==> src/rtl/vud_seg_display.sv <==
// Sequential double-dabble binary-to-BCD converter driving a 4-digit multiplexed
// active-low 7-segment display; bcd updates idx_upper_bound+3 edges after capture.
module vud_seg_display #(
  parameter int idx_upper_bound = 9,
  parameter int SCAN_DIV        = 50000,
  parameter bit BLANK_LZ        = 1'b1
) (
  input  logic                     clk,
  input  logic                     rst,
  input  logic [idx_upper_bound:0] value,
  output logic [15:0]              bcd,
  output logic                     busy,
  output logic [3:0]               an,
  output logic [6:0]               seg
);

  localparam int W  = idx_upper_bound + 1;
  localparam int CW = $clog2(W + 1);
  localparam int PW = $clog2(SCAN_DIV);

  typedef enum logic [1:0] {S_IDLE, S_SHIFT, S_LATCH} state_t;

  state_t          r_state;
  state_t          w_state_nxt;
  logic [W-1:0]    r_last;
  logic [W-1:0]    r_cap;
  logic [W-1:0]    r_shreg;
  logic [15:0]     r_work;
  logic [15:0]     w_adj;
  logic [CW-1:0]   r_cnt;
  logic [15:0]     r_bcd;

  logic [PW-1:0]   r_pre;
  logic [1:0]      r_idx;
  logic [1:0]      w_idx_nxt;
  logic [3:0]      r_an;
  logic [6:0]      r_seg;
  logic [3:0]      w_nib;
  logic            w_lz;
  logic [6:0]      w_seg;
  logic            w_tick;

  always_ff @(posedge clk or negedge rst) begin
    if (!rst) r_state <= S_IDLE;
    else      r_state <= w_state_nxt;
  end

  // SHIFT lingers one extra cycle with count 0 before handing off to LATCH.
  always_comb begin
    w_state_nxt = r_state;
    case (r_state)
      S_IDLE:  if (value != r_last) w_state_nxt = S_SHIFT;
      S_SHIFT: if (r_cnt == '0)     w_state_nxt = S_LATCH;
      S_LATCH: w_state_nxt = S_IDLE;
      default: w_state_nxt = S_IDLE;
    endcase
  end

  always_comb begin
    w_adj = r_work;
    for (int i = 0; i < 4; i++) begin
      if (r_work[4*i +: 4] >= 4'd5) w_adj[4*i +: 4] = r_work[4*i +: 4] + 4'd3;
    end
  end

  always_ff @(posedge clk or negedge rst) begin
    if (!rst) begin
      r_last  <= '0;
      r_cap   <= '0;
      r_shreg <= '0;
      r_work  <= '0;
      r_cnt   <= '0;
      r_bcd   <= '0;
    end else begin
      case (r_state)
        S_IDLE: begin
          if (value != r_last) begin
            r_cap   <= value;
            r_shreg <= value;
            r_work  <= '0;
            r_cnt   <= CW'(W);
          end
        end
        S_SHIFT: begin
          if (r_cnt != '0) begin
            r_work  <= 16'({w_adj, r_shreg[W-1]});
            r_shreg <= r_shreg << 1;
            r_cnt   <= r_cnt - CW'(1);
          end
        end
        S_LATCH: begin
          r_bcd  <= r_work;
          r_last <= r_cap;
        end
        default: ;
      endcase
    end
  end

  assign w_tick    = (r_pre == PW'(SCAN_DIV - 1));
  assign w_idx_nxt = r_idx + 2'd1;
  assign w_nib     = r_bcd[4*w_idx_nxt +: 4];

  // A digit is a leading zero when it and every more significant digit are zero.
  always_comb begin
    w_lz = 1'b0;
    case (w_idx_nxt)
      2'd1:    w_lz = (r_bcd[15:4]  == 12'd0);
      2'd2:    w_lz = (r_bcd[15:8]  == 8'd0);
      2'd3:    w_lz = (r_bcd[15:12] == 4'd0);
      default: w_lz = 1'b0;
    endcase
  end

  always_comb begin
    w_seg = 7'b1111111;
    if (!(BLANK_LZ && w_lz)) begin
      case (w_nib)
        4'd0:    w_seg = 7'b1000000;
        4'd1:    w_seg = 7'b1111001;
        4'd2:    w_seg = 7'b0100100;
        4'd3:    w_seg = 7'b0110000;
        4'd4:    w_seg = 7'b0011001;
        4'd5:    w_seg = 7'b0010010;
        4'd6:    w_seg = 7'b0000010;
        4'd7:    w_seg = 7'b1111000;
        4'd8:    w_seg = 7'b0000000;
        4'd9:    w_seg = 7'b0010000;
        default: w_seg = 7'b1111111;
      endcase
    end
  end

  always_ff @(posedge clk or negedge rst) begin
    if (!rst) begin
      r_pre <= '0;
      r_idx <= 2'd3;
      r_an  <= 4'b1111;
      r_seg <= 7'b1111111;
    end else if (w_tick) begin
      r_pre <= '0;
      r_idx <= w_idx_nxt;
      r_an  <= ~(4'b0001 << w_idx_nxt);
      r_seg <= w_seg;
    end else begin
      r_pre <= r_pre + PW'(1);
    end
  end

  assign bcd  = r_bcd;
  assign busy = (r_state != S_IDLE);
  assign an   = r_an;
  assign seg  = r_seg;

endmodule

==> config.mk <==
export PLATFORM = sky130hd
export DESIGN_NAME = vud_seg_display
export DESIGN_NICKNAME = d
export VERILOG_FILES = /design/src/rtl/vud_seg_display.sv
export SDC_FILE = /design/constraint.sdc
export NUM_CORES = 1
export LEC_CHECK = 0
export CORE_MARGIN = 2
export CORE_UTILIZATION = 40
export DETAILED_ROUTE_END_ITERATION = 6
export GPL_ROUTABILITY_DRIVEN = 0
export GPL_TIMING_DRIVEN = 0
export PLACE_DENSITY = 0.63
export SETUP_SLACK_MARGIN = 0.02
export SYNTH_ARGS = -nofsm -noshare
export SYNTH_HDL_FRONTEND = slang
export SYNTH_SLANG_ARGS = --single-unit
==> constraint.sdc <==
create_clock -name clk -period 7.1 [get_ports clk]
set_input_delay 1.065 -clock clk [delete_from_list [all_inputs] [get_ports clk]]
set_output_delay 1.065 -clock clk [all_outputs]
set_load 0.02 [all_outputs]
Word level (Yosys, flattened, before mapping):

Memory sizes are Yosys's and may differ from the RTL's.
Cells that the tools add are included.

* add/sub/neg operators: 7
* order comparisons: 4
* equality and inequality tests: 10
* shifts and indexed selects: 2
* multiplexer cells: 19
* bitwise operators: 1
* reduce and logical (&&, ||, !) cells: 11

Operators by type and width (count)
* two-way mux 16 bit: 3
* one-hot mux 16 bit (2 select lines): 1
* two-way mux 10 bit: 2
* two-way mux 4 bit: 5
* one-hot mux 10 bit (2 select lines): 1
* adder 16 x 1 -> 16 bit, second input constant: 1
* == test 16 bit, second input constant: 1
* greater-or-equal comparator 4 x 3 -> 1 bit, second input constant: 4
* variable part select 16 x 5 -> 4 bit: 1
* adder 4 x 2 -> 4 bit, second input constant: 3
* zero test 12 bit: 1
* != test 10 bit: 1
* zero test 4 bit: 2
* zero test 8 bit: 1
* one-hot mux 4 bit (2 select lines): 1
* two-way mux 7 bit: 1
* == test 2 bit, second input constant: 3
* != test 2 bit, second input constant: 3
* == test 2 x 1 -> 1 bit, second input constant: 2
* two-way mux 2 bit: 2
* inverter 4 bit: 1
* one-hot mux 2 bit (2 select lines): 1
* AND reduction 2 bit: 2
* nonzero test 2 bit: 2
* 9 further kinds: 9

* register bits: 97
* bits in read-only memories: 112
* bits of input ports: 12
* output and inout port bits: 28
* word-level logic and storage cells: 66
* memories kept: 1

Memory list
* (no name shown): words 16, bits a word 7, read ports 1, clocked after memory_dff 0, write ports 0, line 118 `case (w_nib)`

Depth between registers and ports, before layout:

* depth after elaboration: 4
* mapped depth: 10
* gate-level depth less buffers: 9

Worst setup path before layout:

No wires, ideal clock.

* path type: input -> register
* from: in value[1]
* to: reg r_cap[5]
* setup time: 0.125 ns
* data arrival time: 2.273 ns
* data required time: 6.975 ns
* path slack: 4.703 ns
* stages on the path: 5
* buffers on the path: 1
* cell sequence: xor2_1 -> nor4_2 -> a31oi_2 -> buf_2 -> mux2_2

* cells in the longest elaborated chain, start to end: 2

RTL lines
* from (decl): line 10 `input logic [idx_upper_bound:0] value,`
* != test 10 bit: line 77 `if (value != r_last) begin`
* AND reduction 2 bit (no source line)
* to (signal assigned): line 78 `r_cap <= value;`
* to (decl): line 26 `logic [W-1:0] r_cap;`

Every way passes these cells.
A chain may end at the register's enable or synchronous reset.

Worst setup path after layout:

Ends and elaborated chain as after synthesis.

==> impl_metrics.py <==
metrics = {
    "run_status": {
        "status": "complete, but fails checks",
        "violations": "design-rule violations",
    },
    "clock_network": {
        "clkTransAtPathRegs_ns": 0.06,
        "clockBufferDepth": 2,
        "numCtsBuffers": 9,
        "clkSinkCount": 97,
        "cts_resized": 0,
        "clk_latency_ns": 0.34,
        "postCtsHoldBufs": 0,
        "cts_tree": "done",
        "htree_levels": 3,
        "cts-root-buf": "clkbuf_16",
        "cts_setup_buffers": 0,
    },
    "detailed_routing": {
        "via_per_inst": 5.18,
        "drt-total-wl_um": 9760,
        "routedWlPerCell_um": 15.6,
        "drc": 6,
        "drtIter0Drc": 178,
        "vias": 3235,
        "first_pass_iters": 6,
        "drtAntennaViolNets": 0,
    },
    "power": {
        "powerDensity_mw_per_mm2": 389,
        "ir_drop_v": 0.000230,
        "leakage_nw": 2.40,
    },
    "timing": {
        "worst_pin_slew_ns": 0.768,
        "setup_tns_ns": 0,
        "drv_slew": 0,
        "clock_skew_ns": 0.00975,
        "rsz0062_at_grt": "no",
        "max_freq_mhz": 344,
        "hold_violations": 0,
        "fin_hold_ws_ns": 0.478,
        "slew_headroom_pct": 48.8,
        "finalSetupViolCount": 0,
        "period_share_pct": 40.9,
        "period_needed_ns": 2.91,
    },
    "synthesis": {
        "syn_inst": 426,
        "yosys.area.top_type": "dfrtp_1",
        "syn_area_mm2": 0.00475,
        "seq_area_frac_synth_pct": 51.4,
        "synth_flop_cell": "dfrtp_1",
        "synth_top_area_share_pct": 44.2,
        "synth.avg_cell_area_um2": 11.2,
        "ys.warnings.count": 0,
        "synth_common_cells": "dfrtp_1 (84), nand2_1 (44), nor2_1 (34)",
        "synth-async-reset-ratio_pct": 100,
        "synth_area_leaders": "dfrtp_1 (44%), dfstp_2 (7.2%), mux2_2 (6.9%), ha_1 (5.5%), xor2_1 (3.5%)",
        "yosysMostFrequentCell": "dfrtp_1",
        "synth.distinct_cells": 49,
        "syn-num-nets": 459,
        "ys_ff_latch": 97,
        "synth_edf_count": 0,
    },
    "floorplanning": {
        "ios": 40,
        "core_mm2": 0.0115,
        "std_cell_rows": 39,
        "die_y_um": 113,
        "start_util_pct": 41.3,
        "die_area_mm2": 0.0128,
        "die_w_um": 113,
    },
    "final_layout": {
        "diodes": 0,
        "final_area_mm2": 0.00562,
        "fin_nets": 510,
        "register_area_mm2": 0.00244,
        "drive_gt1_share_pct": 17.0,
        "syn_to_final_growth_pct": 18.3,
        "num-fill-cells": 1042,
        "multiInputGateArea_mm2": 0.00215,
    },
    "placed_design": {
        "numPortBuffers": 39,
        "placed_area_mm2": 0.00534,
        "hpwl_um": 6990,
    },
    "grt": {
        "grt_pass1_vias": 3399,
        "antenna_found_initial": 0,
        "grt_pass1_wl_um": 16700,
        "overflow": 0,
        "grt_usage_pct": 16.4,
        "grt_max_degree": 60,
    },
    "critical_path": {
        "worstSetupStartpointType": "input pin",
        "crit_arrival_ns": 3.14,
        "cp_max_fo": 10,
        "crit_required_ns": 7.33,
        "critPathKind": "in -> reg",
        "cp-end-kind": "flip-flop",
    },
    "min_path": {
        "hp-class": "reg -> reg",
    },
    "run": {
        "maxCapViolations": 0,
    },
}
-- report_power, final --
group / switching (mW) / leakage, nW / internal, mW
registers: 0.137 / 1.21 / 0.721
logic: 0.478 / 1.05 / 0.396
clock network: 0.208 / 0.136 / 0.249
total: 0.823 / 2.40 / 1.37
-- kinds of logic (layout without fill, tap and decap cells) --
kind of cell             after synthesis  in the layout  synth area share (%)
AO/OA/AOI/OAI                         72             72                  10.3
multiplexers                          38             38                  9.55
flip-flops                            97             97                  51.4
XOR/XNOR                              33             33                  6.08
AND/OR/NAND/NOR                      129            129                  13.8
adder cells (fa/ha/maj)               21             21                  5.53
buffers and inverters                 36             92                  3.37
-- flip-flops by register name (all words and copies together) (netlist names) --
signal,flops
r_cnt,4
r_cap,10
an,4
r_work,16
r_state,2
r_last,10
seg,7
r_idx,2
bcd,16
r_pre,16
r_shreg,10
-- routing by layer --
metal  GRT usage [%]  vias to the layer above  part of all wire [%]
met5               0                        -                     0
met4            4.63                        0                  0.97
met3            3.48                        6                   3.5
met2            27.1                       56                    48
met1            21.9                     1594                    47
li1                -                     1579                     -
-- path summary, 6_finish.rpt --
kind / startpoint / to / slack [ns] / cells past startpoint
worst min register to register: an[2] / an[2] / 0.48 / 2
min in group asynchronous: rst / bcd[0] / 0.79 / 1
worst max-delay path: value[1] / r_cap[5] / 4.19 / 6
worst min-delay path: an[2] / an[2] / 0.48 / 2
worst max register to register: r_idx[0] / seg[3] / 4.50 / 7
max in group asynchronous: rst / r_state[0] / 5.65 / 2
-- per-stage QoR --
step | utilization, % | cells | power, mW | setup WS, ns
2_1_floorplan | - | 426 | 1.46 | 4.70
3_3_place_gp | 46.2 | 608 | 1.72 | 1.36
3_5_place_dp | 46.4 | 609 | 1.74 | 3.85
4_1_cts | 48.8 | 625 | 2.21 | 4.20
5_1_grt | 48.8 | 625 | 2.35 | 4.08
6_report | 48.8 | 625 | 2.19 | 4.19
-- cells in the final DEF (no fill, tap or decap), types with 4 or more instances in the layout --
cell type	count
a21oi_1	10
a31oi_1	12
and2_1	5
buf_2	5
clkbuf_1	8
clkbuf_16	9
clkdlybuf4s50_1	38
dfrtp_1	84
dfstp_2	13
ha_1	21
inv_1	20
mux2_2	29
mux2i_1	6
nand2_1	44
nand2b_1	14
nand3_1	5
nor2_1	34
nor3_1	5
nor3b_1	4
o21ai_0	25
o221a_1	8
o2bb2ai_1	4
xnor2_1	14
xor2_1	19
-- cell type report --
type | count | share of cell area, %
buffer | 15 | 1.45
clock buffer | 11 | 4.32
clock inverter | 5 | 0.690
inverter | 21 | 1.40
multi-input combinational | 293 | 38.3
sequential | 97 | 43.5
tap | 143 | 3.18
timing repair buffer | 40 | 7.25
-- worst max-delay path, cell delays in order --
cell,delay (ns)
clkdlybuf4s50_1,0.54
xor2_1,0.19
nor4_2,0.09
a31oi_2,0.49
buf_2,0.38
mux2_2,0.37
No activity file was read; power rests on OpenSTA's default activity.
